`src/rtl/mem_access_controller.sv`:
```
// -----------------------------------------------------------------------------
// mem_access_controller
//
// Initiator side of the KGP-RISC main-memory interface. It accepts one
// load/store request at a time from the execute/memory stage over a
// valid/ready handshake. Each access to main memory then runs through the
// same glitch-free sequence:
//
//   IDLE -> SETUP -> ACCESS (WAIT_CYCLES+1 cycles) -> HOLD -> RESP -> IDLE
//
// Address and write data are presented one cycle before the enable rises.
// They stay put while the enable is high and for one cycle after it falls.
// Load data is captured on the final ACCESS edge and returned with a
// one-cycle resp_valid pulse.
//
// Parameters
//   WAIT_CYCLES       extra cycles the enable is held beyond the first (0..15)
//
// Ports
//   clk               system clock, rising-edge active
//   rst               synchronous, active-high reset
//   req_valid         request present
//   req_write         1 = store, 0 = load
//   req_addr[31:0]    word address, forwarded to memory unchanged
//   req_wdata[31:0]   store data
//   req_ready         high only while IDLE (decoded from state)
//   resp_valid        one-cycle completion pulse
//   resp_rdata[31:0]  load data; 0 after a store
//   mem_address[31:0] address to main memory
//   mem_read_enable   memory read strobe
//   mem_write_enable  memory write strobe
//   mem_data_in[31:0] write data to main memory
//   mem_data_out[31:0] read data from main memory
//
// All outputs except req_ready come straight from flops.
// -----------------------------------------------------------------------------
module mem_access_controller #(
  parameter int unsigned WAIT_CYCLES = 1
) (
  input  logic        clk,
  input  logic        rst,
  input  logic        req_valid,
  input  logic        req_write,
  input  logic [31:0] req_addr,
  input  logic [31:0] req_wdata,
  output logic        req_ready,
  output logic        resp_valid,
  output logic [31:0] resp_rdata,
  output logic [31:0] mem_address,
  output logic        mem_read_enable,
  output logic        mem_write_enable,
  output logic [31:0] mem_data_in,
  input  logic [31:0] mem_data_out
);

  typedef enum logic [2:0] {
    S_IDLE,
    S_SETUP,
    S_ACCESS,
    S_HOLD,
    S_RESP
  } state_e;

  // The wait counter is 4 bits wide, so it covers the legal range 0..15.
  localparam logic [3:0] WAIT_LOAD = 4'(WAIT_CYCLES);

  state_e      state_q, state_d;
  logic [3:0]  wait_q, wait_d;
  logic        write_q, write_d;
  logic [31:0] addr_q, addr_d;
  logic [31:0] wdata_q, wdata_d;
  logic [31:0] rdata_q, rdata_d;
  logic        rd_en_q, rd_en_d;
  logic        wr_en_q, wr_en_d;
  logic        resp_valid_q, resp_valid_d;
  logic        accept;

  assign req_ready = (state_q == S_IDLE);
  assign accept    = req_valid && req_ready;

  // ---------------------------------------------------------------------------
  // Next-state and next-output logic
  // ---------------------------------------------------------------------------
  always_comb begin
    // NOTE: every signal driven here gets a default first, so no path through
    // the case statement can leave one unassigned and infer a latch.
    state_d = state_q;
    wait_d  = wait_q;
    write_d = write_q;
    addr_d  = addr_q;
    wdata_d = wdata_q;
    rdata_d = rdata_q;

    unique case (state_q)
      S_IDLE: begin
        // The address and data registers drive the memory pins directly.
        // Loading them at the accept edge makes them valid for all of SETUP.
        if (accept) begin
          state_d = S_SETUP;
          write_d = req_write;
          addr_d  = req_addr;
          wdata_d = req_write ? req_wdata : '0;
        end
      end

      S_SETUP: begin
        state_d = S_ACCESS;
        wait_d  = WAIT_LOAD;
      end

      S_ACCESS: begin
        if (wait_q == '0) begin
          state_d = S_HOLD;
          // The memory has been enabled for WAIT_CYCLES+1 cycles by this edge.
          // Its read data is valid now.
          rdata_d = write_q ? '0 : mem_data_out;
        end else begin
          wait_d = wait_q - 4'd1;
        end
      end

      S_HOLD: begin
        state_d = S_RESP;
      end

      S_RESP: begin
        state_d = S_IDLE;
      end

      default: begin
        state_d = S_IDLE;
      end
    endcase

    // The enables and resp_valid are registered versions of the state the
    // machine is entering. This keeps them aligned with the state they
    // describe and keeps decode glitches off the memory pins.
    rd_en_d      = (state_d == S_ACCESS) && !write_d;
    wr_en_d      = (state_d == S_ACCESS) &&  write_d;
    resp_valid_d = (state_d == S_RESP);
  end

  // ---------------------------------------------------------------------------
  // State and output registers
  // ---------------------------------------------------------------------------
  always_ff @(posedge clk) begin
    // NOTE: sequential state is updated with non-blocking assignments only.
    // Every flop then samples the pre-edge value of every other flop,
    // whatever order the statements appear in.
    if (rst) begin
      // NOTE: every flop is reset, including the latched request, so a reset
      // mid-access discards it and leaves the memory pins at a known value.
      state_q      <= S_IDLE;
      wait_q       <= '0;
      write_q      <= 1'b0;
      addr_q       <= '0;
      wdata_q      <= '0;
      rdata_q      <= '0;
      rd_en_q      <= 1'b0;
      wr_en_q      <= 1'b0;
      resp_valid_q <= 1'b0;
    end else begin
      state_q      <= state_d;
      wait_q       <= wait_d;
      write_q      <= write_d;
      addr_q       <= addr_d;
      wdata_q      <= wdata_d;
      rdata_q      <= rdata_d;
      rd_en_q      <= rd_en_d;
      wr_en_q      <= wr_en_d;
      resp_valid_q <= resp_valid_d;
    end
  end

  assign mem_address      = addr_q;
  assign mem_data_in      = wdata_q;
  assign mem_read_enable  = rd_en_q;
  assign mem_write_enable = wr_en_q;
  assign resp_valid       = resp_valid_q;
  assign resp_rdata       = rdata_q;

endmodule

```
`config.mk`:
```
export PLATFORM = sky130hd
export DESIGN_NAME = mem_access_controller
export DESIGN_NICKNAME = d
export VERILOG_FILES = /design/src/rtl/mem_access_controller.sv
export SDC_FILE = /design/constraint.sdc
export NUM_CORES = 1
export LEC_CHECK = 0
export BUFFER_PORTS_ARGS = -buffer_cell sky130_fd_sc_hd__buf_2
export CAP_MARGIN = 10
export CORE_MARGIN = 2
export CORE_UTILIZATION = 40
export CTS_BUF_LIST = sky130_fd_sc_hd__clkbuf_2
export CTS_CLUSTER_DIAMETER = 40
export DETAILED_ROUTE_END_ITERATION = 7
export PLACE_DENSITY = 0.72
export SKIP_CTS_REPAIR_TIMING = 1
export SYNTH_ARGS = -nofsm -noshare
export SYNTH_HDL_FRONTEND = slang
export SYNTH_SLANG_ARGS = --single-unit
```
`constraint.sdc`:
```
create_clock -name clk -period 3 [get_ports clk]
set_input_delay 0 -clock clk [delete_from_list [all_inputs] [get_ports clk]]
set_output_delay 0 -clock clk [all_outputs]
set_load 0.01 [all_outputs]
```
==> summary.md, run 1 <==
| Metric | Value |
|---|---|
| Status | `stopped before the end` |
| Last stage | `5_1_grt` |
| Run Error | `[ERROR RSZ-0060] Max buffer count reached.` |
| Dpl ws | `1.01 ns` |
| Distinct cell type count after synthesis | `30` |
| Part of the Yosys area used for sequential elements | `0.527` |
| Dominant synthesized flop cell | `dfxtp_1` |
| Cell area after synthesis | `roughly 4100 sq um` |
| Number of synthesized flops with an enable pin | `0` |
| Total CTS buffers | `9` |
| # H-tree levels | `3` |
| Avg Inst Size Synth | `roughly 8.4 sq um` |
| Die Wd | `~100 microns` |
| PortBufs | `199` |
| Most frequent cell after synthesis | `dfxtp_1` |
| Post-synth ARST share | `0` |
| Initial Util | `0.414` |
| Mapped Cells | `just under 500` |
| DP Area | `just over 5000 sq um` |
| Largest net degree at the start of global routing | `76` |
| Clk root buf | `clkbuf_2` |
| Final HPWL DP | `roughly 7.5 mm` |
| Max Buffers Root-to-Sink | `2` |
| Number of synthesis warnings | `0` |
| Top post-synthesis cells by count | `dfxtp_1 (107), a21oi_1 (100), nand2_1 (98), clkbuf_1 (34), o21ai_0 (33)` |
| Area leader, netlist | `dfxtp_1` |
| Top-Level Pins | `200` |
| Num Clock Sinks | `around 110` |
| RePlAce Congestion | `roughly 0.72` |
| FP Rows | `36` |
| FF+latch count, synth | `~110` |
| Synth top area cells | `dfxtp_1 (53%), a21oi_1 (12%), nand2_1 (9.1%)` |
| Area share of the largest cell type after synthesis | `0.527` |
| Syn_nets | `583` |
| Die H | `roughly 100 microns` |
kinds of logic after synthesis:
| group | count (synthesis) | share of synthesized area |
|---|---|---|
| and+or+nand+nor | 184 | 0.240 |
| AOI/OAI and AO/OA | 137 | 0.172 |
| DFF | 107 | 0.527 |
| buffers and inverters | 51 | 0.0527 |
| xor gates and xnor gates | 1 | 0.00216 |
| muxes | 1 | 0.00246 |
| adders and majority gates | 1 | 0.00308 |
metrics by stage:
stage,std cells,hold WS [ns]
after floorplan,482,0.136
after global placement,772,0.241
after detailed placement,772,0.249
after CTS,788,-0.412
==> run 2: changes to the inputs <==
CORE_UTILIZATION = 25   (was 40)
CTS_BUF_LIST = not set   (was sky130_fd_sc_hd__clkbuf_2)
CTS_CLUSTER_DIAMETER = not set   (was 40)
PLACE_DENSITY = not set   (was 0.72)
PLACE_DENSITY_LB_ADDON = 0.15   (was not set)
==> summary.md, run 2 <==
| Metric | Value |
|---|---|
| Status | `finished clean` |
| Worst setup EP type | `register` |
| Distinct cell type count after synthesis | `30 (unchanged)` |
| Critical path cell sequence | `or3b_1 > o21ai_0 > a21oi_1` |
| Most frequent cell after synthesis | `dfxtp_1` |
| CP max-delay cell | `or3b_1` |
| Cells on Worst Hold Path | `4` |
| Largest net degree at the start of global routing | `about 80` |
| Top post-synthesis cells by count | `dfxtp_1 (107), a21oi_1 (100), nand2_1 (98), clkbuf_1 (34), o21ai_0 (33)` |
| Final HPWL DP | `8.04 mm (+6.8%)` |
| Design Power | `between 4 and 5 mW` |
| Initial Util | `0.256 (-0.158)` |
| Via count | `between 4,000 and 5,000` |
| RePlAce Congestion | `0.709 (-0.87%)` |
| FP Rows | `46 (+28%)` |
| Most common cell after layout, fill and taps aside | `buf_2` |
| First-pass iteration count of the detailed router | `4` |
| Number of synthesis warnings | `0 (unchanged)` |
| Clk root buf | `clkbuf_16` |
| FF+latch count, synth | `107 (unchanged)` |
| Die Wd | `131 microns (+25%)` |
| Die H | `131 microns (+25%)` |
| Core area | `roughly 16,000 sq um` |
| ANT nets after route | `0` |
| Total CTS buffers | `9 (unchanged)` |
| Slew margin rel. | `0.309` |
| Slowest stage delay, CP | `roughly 0.88 ns` |
| Final critical-path required period | `~2.1 ns` |
| P per Cell Area | `between 600 and 700 nW/um^2` |
| Part of the cycle the worst path needs | `0.702` |
| # H-tree levels | `3 (unchanged)` |
| Setup Skew | `between 0.008 and 0.009 ns` |
| Antenna violations before repair | `0` |
| Worst reg2reg path endpoint | `resp_rdata[13]` |
| Synth top area cells | `dfxtp_1 (53%), a21oi_1 (12%), nand2_1 (9.1%)` |
| CTS clk-pin slew, worst paths | `0.07 ns` |
| PortBufs | `199 (unchanged)` |
| Crit path max fanout | `35` |
| Number of synthesized flops with an enable pin | `0 (unchanged)` |
| Mapped Cells | `482 (unchanged)` |
| Fillers | `about 1,700` |
| Area share of the largest cell type after synthesis | `0.527 (unchanged)` |
| Hold endpoint | `state_q[0]` |
| DP Area | `5200 sq um (+2.2%)` |
| Final TNS setup | `0 ns` |
| Highest routed layer | `met4` |
| Full die area | `~17,000 sq um` |
| Vias in the first global route | `around 3,800` |
| Post-synth ARST share | `0 (unchanged)` |
| Unrepaired setup endpoints after global routing | `no` |
| Vias per cell | `approximately 4.6` |
| Reg-to-reg startpoint | `state_q[2]` |
| Crit path required time | `approximately 3.3 ns` |
| Overall Global Routing Usage | `0.140` |
| CTS tree | `yes` |
| Total Routed Length | `roughly 13 mm` |
| Top-Level Pins | `200 (unchanged)` |
| Setup-failing EPs final | `0` |
| Max-capacitance violation count | `0` |
| R2R setup slack | `between 0.8 and 0.9 ns` |
| Cell area after synthesis | `4060 sq um (unchanged)` |
| Proportion of layout cells with a drive suffix above 1 | `0.301` |
| Fmax | `between 400 and 500 MHz` |
| Worst-skew pair later-pin latency | `0.34 ns` |
| Setup crit start kind | `register` |
| Dominant synthesized flop cell | `dfxtp_1` |
| Leak pwr | `2.79 nW` |
| Residual DRC | `0` |
| Num Clock Sinks | `107 (unchanged)` |
| Final Net Count | `between 800 and 900` |
| Worst hold path class | `input port to register` |
| Final instance area | `between 6000 and 7000 sq um` |
| VDD IR max | `between 0.0003 and 0.0004 V` |
| Area leader, netlist | `dfxtp_1` |
| Routed wl met2 | `between 6 and 7 mm` |
| Final hold violations | `0` |
| Critical Path AT | `roughly 2.4 ns` |
| CP Class | `register to register` |
| Critical Path Source | `state_q[2]` |
| Final Max Tran Viols | `0` |
| R2r worst-path depth | `3` |
| Commonest cells after routing, fill and taps aside | `buf_2 (198), dfxtp_1 (107), a21oi_1 (100)` |
| Routed length per instance | `13.8 microns` |
| N_diodes | `0` |
| Part of the Yosys area used for sequential elements | `0.527 (unchanged)` |
| Avg Inst Size Synth | `8.43 sq um (unchanged)` |
| Syn_nets | `583 (unchanged)` |
| Worst-Margin Slew | `~1.0 ns` |
| Synth-to-Final Area Change | `59.4%` |
| Finished Core Util | `0.407` |
| 1st-iter DRT viols | `213` |
| Global-route wire length before repair | `approximately 20 mm` |
| Met3 WL post-DR | `about 800 microns` |
| Max Buffers Root-to-Sink | `2 (unchanged)` |
| Hold Path Origin | `req_valid` |
| Total gr overflow | `0` |
| M1 WL | `5.87 mm` |
-- run 2: cell counts after synthesis --
Identical to the previous run, type by type.
-- run 2: where the power goes --
| group | leakage (nW) | internal [mW] | switching (mW) |
|---|---|---|---|
| Sequential | 0.872 | 1.61 | 0.116 |
| Combinational | 1.77 | 0.528 | 0.922 |
| Clock | 0.150 | 0.731 | 0.534 |
| Total | 2.79 | 2.87 | 1.57 |
-- run 2: how the worst max path moves through the flow --
stage	slack, ns	cells past startpoint	endpoint
detailed placement	0.96	3	wait_q[1]
global route	0.76	3	resp_rdata[13]
finish	0.90	3	resp_rdata[13]
floorplan	1.47	6	resp_rdata[1]
global placement	0.95	3	wait_q[1]
CTS	0.93	3	wait_q[1]
-- run 2: cell families after synthesis --
kind of cell / count (synthesis) / share of synthesized area
compound gates: 137 / 0.172
xor+xnor: 1 / 0.00216
fa+ha+maj: 1 / 0.00308
buf+inv: 51 / 0.0527
flops: 107 / 0.527
mux: 1 / 0.00246
simple gates: 184 / 0.240
-- run 2: layer usage --
layer	vias to the layer above	GRT usage
met5	-	0
met4	0	0.0465
met3	11	0.0436
met2	145	0.234
met1	2095	0.171
li1	2200	-
-- run 2: final cells by class --
class	count	area, sq um	share of cell area
Clock buffer	11	233	0.0360
Clock inverter	5	77.6	0.0120
Inverter	3	11.3	0.00174
Tap cell	216	270	0.0418
Timing Repair Buffer	302	2010	0.311
Multi-Input combinational cell	324	1730	0.267
Sequential cell	107	2140	0.331
-- run 2: worst max-delay path, delay by kind of cell (launching register included) --
family / cells / cell delay, ns
simple gates: 1 / 0.88
compound gates: 2 / 0.49
flops: 1 / 0.63
-- run 2: metrics by stage --
stage | worst slack, ns | instances | hold slack [ns]
after floorplan | 1.47 | 482 | 0.136
after global placement | 0.947 | 856 | 0.241
after detailed placement | 0.964 | 856 | 0.248
after CTS | 0.931 | 872 | -0.130
after global routing | 0.755 | 968 | 0.115
final | 0.895 | 968 | 0.0959
Note: power is estimated with default switching activity, not from simulation.
